[config.mk]
export PLATFORM = sky130hd
export DESIGN_NAME = bus_ticket_issue
export DESIGN_NICKNAME = d
export VERILOG_FILES = /design/src/rtl/bus_ticket_issue.sv
export SDC_FILE = /design/constraint.sdc
export NUM_CORES = 1
export LEC_CHECK = 0
export CAP_MARGIN = 20
export CORE_UTILIZATION = 64
export DETAILED_ROUTE_END_ITERATION = 12
export DONT_BUFFER_PORTS = 1
export HOLD_SLACK_MARGIN = 0.08
export PLACE_DENSITY = 0.83
export SLEW_MARGIN = 20
export SYNTH_ARGS = -nofsm -noshare
export SYNTH_HDL_FRONTEND = slang
export SYNTH_SLANG_ARGS = --single-unit
[constraint.sdc]
create_clock -name clk -period 3.15 [get_ports clk]
set_input_delay 0.4725 -clock clk [delete_from_list [all_inputs] [get_ports clk]]
set_output_delay 0.4725 -clock clk [all_outputs]
set_load 0.01 [all_outputs]
[src/rtl/bus_ticket_issue.sv]
// Bus ticket issuer: turns a completed booking into a numbered ticket for one seat.
// It keeps a seat occupancy map and a free-seat count, rejects bookings it
// cannot honour, and frees seats on cancel while idle.
module bus_ticket_issue #(
  parameter int SEATS = 40
) (
  input  logic       clk,
  input  logic       rst,
  input  logic       booked,
  input  logic [5:0] seat_req,
  input  logic       cancel,
  input  logic [5:0] cancel_seat,
  input  logic       ack,
  output logic       ticket_valid,
  output logic [7:0] ticket_id,
  output logic [5:0] seat_no,
  output logic       reject,
  output logic [5:0] seats_left,
  output logic       sold_out,
  output logic       busy
);

  localparam logic [5:0] SEATS_W = 6'(SEATS);

  typedef enum logic [1:0] {
    IDLE   = 2'd0,
    CHECK  = 2'd1,
    ISSUE  = 2'd2,
    REJECT = 2'd3
  } state_t;

  // Reads map bit idx; any idx at or above SEATS reads as 0.
  function automatic logic map_bit(input logic [SEATS-1:0] m, input logic [5:0] idx);
    logic r;
    r = 1'b0;
    for (int i = 0; i < SEATS; i++) begin
      r = r | (m[i] & (6'(i) == idx));
    end
    return r;
  endfunction

  // One-hot mask for seat idx; all zero when idx is at or above SEATS.
  function automatic logic [SEATS-1:0] seat_mask(input logic [5:0] idx);
    logic [SEATS-1:0] r;
    for (int i = 0; i < SEATS; i++) begin
      r[i] = (6'(i) == idx);
    end
    return r;
  endfunction

  state_t           state_r, state_nxt_s;
  logic             booked_q_r;
  logic [5:0]       seat_cap_r, seat_cap_nxt_s;
  logic [SEATS-1:0] map_r, map_nxt_s;
  logic [5:0]       left_r, left_nxt_s;
  logic [7:0]       id_r, id_nxt_s;
  logic [5:0]       seat_no_r, seat_no_nxt_s;
  logic             valid_r, valid_nxt_s;
  logic             reject_r, reject_nxt_s;
  logic             edge_s;
  logic             sold_out_s;
  logic             cancel_ok_s;
  logic             req_bad_s;

  assign edge_s      = booked & ~booked_q_r;
  assign sold_out_s  = (left_r == 6'd0);
  // A cancel only frees a seat that exists and is actually taken.
  assign cancel_ok_s = (cancel_seat < SEATS_W) && map_bit(map_r, cancel_seat) && (left_r != SEATS_W);
  // A booking fails on an out-of-range seat, a taken seat, or a full bus.
  assign req_bad_s   = (seat_cap_r >= SEATS_W) || map_bit(map_r, seat_cap_r) || sold_out_s;

  // Next-state and next-value logic for the booking/issue sequence and cancels.
  always_comb begin
    state_nxt_s    = state_r;
    seat_cap_nxt_s = seat_cap_r;
    map_nxt_s      = map_r;
    left_nxt_s     = left_r;
    id_nxt_s       = id_r;
    seat_no_nxt_s  = seat_no_r;
    valid_nxt_s    = valid_r;
    reject_nxt_s   = 1'b0;
    case (state_r)
      IDLE: begin
        if (edge_s) begin
          // Booking beats a cancel arriving in the same cycle.
          seat_cap_nxt_s = seat_req;
          state_nxt_s    = CHECK;
        end else if (cancel && cancel_ok_s) begin
          map_nxt_s  = map_r & ~seat_mask(cancel_seat);
          left_nxt_s = left_r + 6'd1;
        end else begin
          state_nxt_s = IDLE;
        end
      end
      CHECK: begin
        if (req_bad_s) begin
          reject_nxt_s = 1'b1;
          state_nxt_s  = REJECT;
        end else begin
          map_nxt_s     = map_r | seat_mask(seat_cap_r);
          left_nxt_s    = left_r - 6'd1;
          id_nxt_s      = id_r + 8'd1;
          seat_no_nxt_s = seat_cap_r;
          valid_nxt_s   = 1'b1;
          state_nxt_s   = ISSUE;
        end
      end
      ISSUE: begin
        if (ack) begin
          valid_nxt_s = 1'b0;
          state_nxt_s = IDLE;
        end else begin
          valid_nxt_s = 1'b1;
        end
      end
      REJECT: begin
        state_nxt_s = IDLE;
      end
      default: begin
        valid_nxt_s = 1'b0;
        state_nxt_s = IDLE;
      end
    endcase
  end

  // State, occupancy, counters and registered outputs.
  always_ff @(posedge clk or negedge rst) begin
    if (!rst) begin
      state_r    <= IDLE;
      booked_q_r <= 1'b0;
      seat_cap_r <= 6'd0;
      map_r      <= '0;
      left_r     <= SEATS_W;
      id_r       <= 8'd0;
      seat_no_r  <= 6'd0;
      valid_r    <= 1'b0;
      reject_r   <= 1'b0;
    end else begin
      state_r    <= state_nxt_s;
      booked_q_r <= booked;
      seat_cap_r <= seat_cap_nxt_s;
      map_r      <= map_nxt_s;
      left_r     <= left_nxt_s;
      id_r       <= id_nxt_s;
      seat_no_r  <= seat_no_nxt_s;
      valid_r    <= valid_nxt_s;
      reject_r   <= reject_nxt_s;
    end
  end

  assign ticket_valid = valid_r;
  assign ticket_id    = id_r;
  assign seat_no      = seat_no_r;
  assign reject       = reject_r;
  assign seats_left   = left_r;
  assign sold_out     = sold_out_s;
  assign busy         = (state_r != IDLE);

endmodule

Word level (Yosys, flattened, before mapping). Index checks and enable logic that the tools add are counted.

Register bits: 71. Input port bits: 17. Output and inout port bits: 24. Logic and storage cells: 300.

Add/sub/neg operators: 3. $lt $le $gt $ge: 2. Equality and inequality tests: 87. Multiplexer cells: 18. Bitwise gates (word level): 164. Reduce and logical (&&, ||, !) cells: 17.

Operators with widths (count): $eq 5x6->1 const A (32); $mux 40 (3); $eq 4x6->1 const A (16); $eq 6x6->1 const A (16); $and 1x1->1 (81); $pmux 40 s2 (1); $or 1x1->1 (78); $eq 3x6->1 const A (8); $and 40x40->40 (1); $not 40->40 (1); $or 40x40->40 (1); $eq 2x6->1 const A (4); $logic_not 6->1 (3); $mux 6 (3); $eq 1x6->1 const A (2); $pmux 6 s2 (1); $add 8x1->8 const B (1); $ne 2x2->1 const B (4); $pmux 2 s4 (1); $reduce_and 2->1 (4); $add 6x1->6 const B (1); $ge 6x6->1 const B (1); $lt 6x6->1 const B (1); $mux 2 (3); other kinds (13) (24).

Depth between registers and ports, before layout.
Word-level depth: 47. Gate-level depth with buffers: 11. Depth with buffers taken out: 11.

Worst setup path after synthesis. No wires, ideal clock.

Path type: input to register. Start point: input port cancel_seat[1]. End point: register left_r[2], in the netlist seats_left[2]. Setup time: 0.125 ns. Data arrival time: 3.090 ns. Data required time: 3.025 ns. Setup slack: -0.065 ns. Stages: 8. Buffers on the path: 1. Cells stage by stage: clkbuf_1 mux2_1 and3_1 or4_1 or4_1 nor4b_4 nor3_2 mux2_2.

Cells in the longest elaborated chain, start to end: 46. Elaborated cells on any way between the ends: 125. Those cells by class: 1 x order compare; 40 x eq/ne; 79 x bitwise; 5 x reduce/logical.

RTL lines: from (decl) (line 12) `input logic [5:0] cancel_seat,`; $eq 1x6->1 or $logic_not 6->1 (tied branches) (line 37) `r = r | (m[i] & (6'(i) == idx));`; $and 1x1->1 (line 37); $or 1x1->1 (39 in series) (line 37); $logic_and 1x1->1 (*) (2 in series) (line 68) `assign cancel_ok_s = (cancel_seat < SEATS_W) && map_bit(map_r, cancel_seat) && (left_r != SEATS_W);`; $logic_and 1x1->1 (*) (line 88) `end else if (cancel && cancel_ok_s) begin`; $ne 2x2->1 (no line) (*); $reduce_and 4->1 (no line) (*); to (signal assigned) (line 143) `left_r <= left_nxt_s;`; to (decl) (line 55) `logic [5:0] left_r, left_nxt_s;`.

Every way passes the cells marked *; elsewhere a longest branch is shown, timed or not. A chain may end at the register's enable or synchronous reset.

Worst setup path after layout.
Start point: register seat_cap_r[4]. End point: register map_r[2].

Cells in the longest elaborated chain, start to end: 45. Elaborated cells on any way between the ends: 127. Those cells by class: 1 x order compare; 40 x eq/ne; 2 x mux; 80 x bitwise; 4 x reduce/logical.

RTL lines: from (decl) (line 53) `logic [5:0] seat_cap_r, seat_cap_nxt_s;`; from (signal assigned) (line 141) `seat_cap_r <= seat_cap_nxt_s;`; $eq 1x6->1 or $logic_not 6->1 (tied branches) (line 37); $and 1x1->1 (line 37); $or 1x1->1 (39 in series) (line 37); $logic_or 1x1->1 (2 in series) (line 70) `assign req_bad_s = (seat_cap_r >= SEATS_W) || map_bit(map_r, seat_cap_r) || sold_out_s;`; $ne 2x2->1 (no line); $reduce_and 4->1 (no line); to (signal assigned) (line 142) `map_r <= map_nxt_s;`; to (decl) (line 54) `logic [SEATS-1:0] map_r, map_nxt_s;`.

Several ways; a longest one is shown, not always the timed one. The select of a mux whose other input is x is not followed.

==> impl_metrics.csv <==
group,metric,value,unit
detailed_routing,first_pass_iters,9,
min_path,hold_depth,0,
logic_synthesis,synth_area_leader_cell,"dfrtp_1",
timing,fin_worst_hold_slack,147.3,ps
detailed_routing,final_antenna_net_count,0,
clock_network,clock_latency,350,ps
floorplanning,die_y,83.85,um
setup_path,path_class,"reg2reg",
setup_path,path_cells,"and4b_1 > and3_1 > or4_1 > nor4_1 > a31oi_1 > buf_4 > nor2_1 > a31oi_1",
detailed_routing,avgRoutedWirePerCell,22.65,um
global_route,grt_pass1_wl,20090,um
cells_and_area,diodes,0,
logic_synthesis,syn_avg_cell_area,9.424,um^2
detailed_routing,viasPerCell,7.179,
detailed_routing,drc,2,
setup_path,path_max_fanout,12,
min_path,hp-class,"in2reg",
logic_synthesis,ys_async_sr_fraction,1.000,
timing,relSlewSlack,0.3820,
clock_network,clockBufferDepth,2,
timing,rsz0062_at_grt,"false",
timing,fmax,339.0,MHz
timing,final.setup.tns,0,ps
place,dp_slack,62.16,ps
timing,fin_ws,199.7,ps
logic_synthesis,ys_ff_latch,71,
status,status,"finished with violations",
timing,finClkSkew,11.26,ps
logic_synthesis,syn_inst,455,
cells_and_area,final_common_cell,"dfrtp_1",
floorplanning,pin_count,41,
place,dp.cells,531,
global_route,grt_max_degree,72,
timing,setup_viol,0,
place,io_buffer_count,0,
setup_path,cp_data_arrival_time,3140,ps
clock_network,root_buffer,"clkbuf_8",
cells_and_area,finalNonFillerCells,549,
logic_synthesis,syn-num-nets,478,
floorplanning,initial_core_util,0.6676,
pwr,power_leakage,0.001902,uW
global_route,track_usage,0.3700,
setup_path,slowest_stage,"dfrtp_1",
clock_network,clkSinkCount,71,
setup_path,crit_path_start_kind,"flop",
cells_and_area,num-fill-cells,483,
floorplanning,placementRows,29,
setup_path,cp_data_required_time,3340,ps
cells_and_area,drive_gt1_frac,0.1928,
place,gp_congestion,0.9891,
logic_synthesis,synth_edf_count,0,
setup_path,slowest_delay,540,ps
global_route,grt.overflow.total,0,
pwr,power_density,922.9,nW/um^2
logic_synthesis,synth.top_cells.by_area,"dfrtp_1 40%, a31oi_1 7.6%, mux2_2 5.8%",
status,failed_checks,"DRC",
clock_network,clkTransAtPathRegs,80,ps
timing,worst_slew_pin_slew,919.9,ps
cells_and_area,finalNetCount,490,
detailed_routing,routed_wirelength,12440,um
setup_path,reg2reg_depth,8,
logic_synthesis,netlist.area_leader.share,0.4027,
global_route,antenna_found_initial,0,
logic_synthesis,syn-cell-area,4288,um^2
clock_network,numCtsBuffers,9,
detailed_routing,vias,3941,
logic_synthesis,synth_ff_type,"dfrtp_1",
cells_and_area,post-route-util,0.7444,
cells_and_area,final_cell_mix,"67 x dfrtp_1, 52 x a31oi_1, 44 x a21oi_1",
flow_run,maxCapViolations,0,
logic_synthesis,yosysSeqAreaShare,0.4149,
clock_network,htree_levels,3,
place,dpl.hpwl,8897,um
pwr,ir_drop,0.0004941,V
timing,maxSlewViolCount,0,
floorplanning,die-width,83.85,um
clock_network,cts_tree,"built",
detailed_routing,drt_iter0_drc,416,
cells_and_area,area.growth.synth_to_final,11.50,%
global_route,grt_pass1_vias,3896,
setup_path,endpoint_kind,"flop",
setup_path,crit_top_cell,"a31oi_1",
logic_synthesis,yosysUniqueCellTypes,59,
timing,post-route-min-period,2950,ps
logic_synthesis,yosysWarnings,0,
timing,finalHoldViolations,0,
floorplanning,fp.coreArea,6422,um^2
floorplanning,dieArea,7031,um^2
timing,finalCritPeriodShare,0.9366,
## critical path, delay by kind of cell (launching register included)
| family | cells | cell delay, ps |
|---|---|---|
| simple gates | 5 | 1680 |
| flops | 1 | 540 |
| compound gates | 2 | 350 |
| buf+inv | 1 | 210 |
## cells by family (layout without fill, tap and decap cells)
family                     Yosys count  count (layout)  share of synthesized area
and+or+nand+nor                    156             156                     0.2259
xor gates and xnor gates            13              13                    0.02655
DFF                                 71              71                     0.4149
adders and majority gates            6               6                    0.01926
buffers and inverters               48              65                    0.04202
muxes                               32              32                    0.08725
AOI/OAI and AO/OA                  129             129                     0.1841
## worst paths after layout
kind / endpoint / slack [ps] / start
setup reg to reg: map_r[2] / 200 / seat_cap_r[4]
max in group asynchronous: seats_left[3] / 2180 / rst
min in group asynchronous: map_r[24] / 660 / rst
setup / recovery: map_r[2] / 200 / seat_cap_r[4]
hold reg to reg: ticket_id[7] / 550 / ticket_id[7]
hold / removal: booked_q_r / 150 / booked
## final cells by class
cell class                      count  area [um^2]  share of cell area
Sequential cell                    71         1782              0.3727
Inverter                           10        37.54            0.007851
Clock buffer                        9        123.9             0.02591
Clock inverter                      7        78.83             0.01649
Tap cell                           77        96.34             0.02015
Multi-Input combinational cell    336         2335              0.4884
Timing Repair Buffer               39        327.8             0.06857
## per-layer routing
layer  vias up  global-route usage  part of all wire
li1       1750                   -                 -
met1      1897              0.4752              0.40
met2       241              0.5887              0.47
met3        53             0.07616             0.081
met4         0              0.1991             0.046
met5         -                   0                 0
## sequential cells by signal, indices dropped and copies added, names as in the netlist
name          count
seat_cap_r        6
ticket_id         8
reject            1
map_r            40
seat_no           6
state_r           2
booked_q_r        1
ticket_valid      1
seats_left        6
## metrics by stage
stage | total power [uW] | area, um^2
final | 4412 | 4781
after global routing | 4641 | 4781
after detailed placement | 3563 | 4532
after CTS | 4344 | 4772
after global placement | 3493 | 4532
after floorplan | 2898 | 4289
## repair_timing
item                       in CTS  in global routing
resized for setup               0                  3
setup buffers                   0                  0
hold endpoints to repair       71                  0
setup endpoints to repair       0                  9
hold buffers                    2                  0
## synthesized netlist by cell type (2+ instances only)
master / count
a211oi_1: 3
a21o_1: 2
a21oi_1: 44
a22o_1: 3
a31oi_1: 52
a32oi_1: 2
and3_1: 10
and3b_1: 2
and4_1: 2
and4b_1: 2
buf_1: 5
clkbuf_1: 33
dfrtp_1: 69
dfstp_2: 2
ha_1: 5
inv_1: 10
mux2_2: 22
mux2i_1: 7
mux4_2: 2
nand2_1: 18
nand2b_1: 9
nand3_1: 12
nand3b_1: 6
nand4_1: 5
nand4b_1: 3
nor2_1: 23
nor2b_1: 10
nor3_1: 14
nor3b_1: 6
nor4_1: 8
nor4b_1: 3
nor4bb_1: 8
o21ai_0: 10
or2_2: 2
or4_1: 6
xnor2_1: 8
xor2_1: 5
## report_power, final
part	internal (uW)	switching, uW	total, uW
combinational	906	1130	2030
clock	374	380	754
sequential	1200	426	1620
total	2480	1930	4410
(Power assumes the default switching activity.)
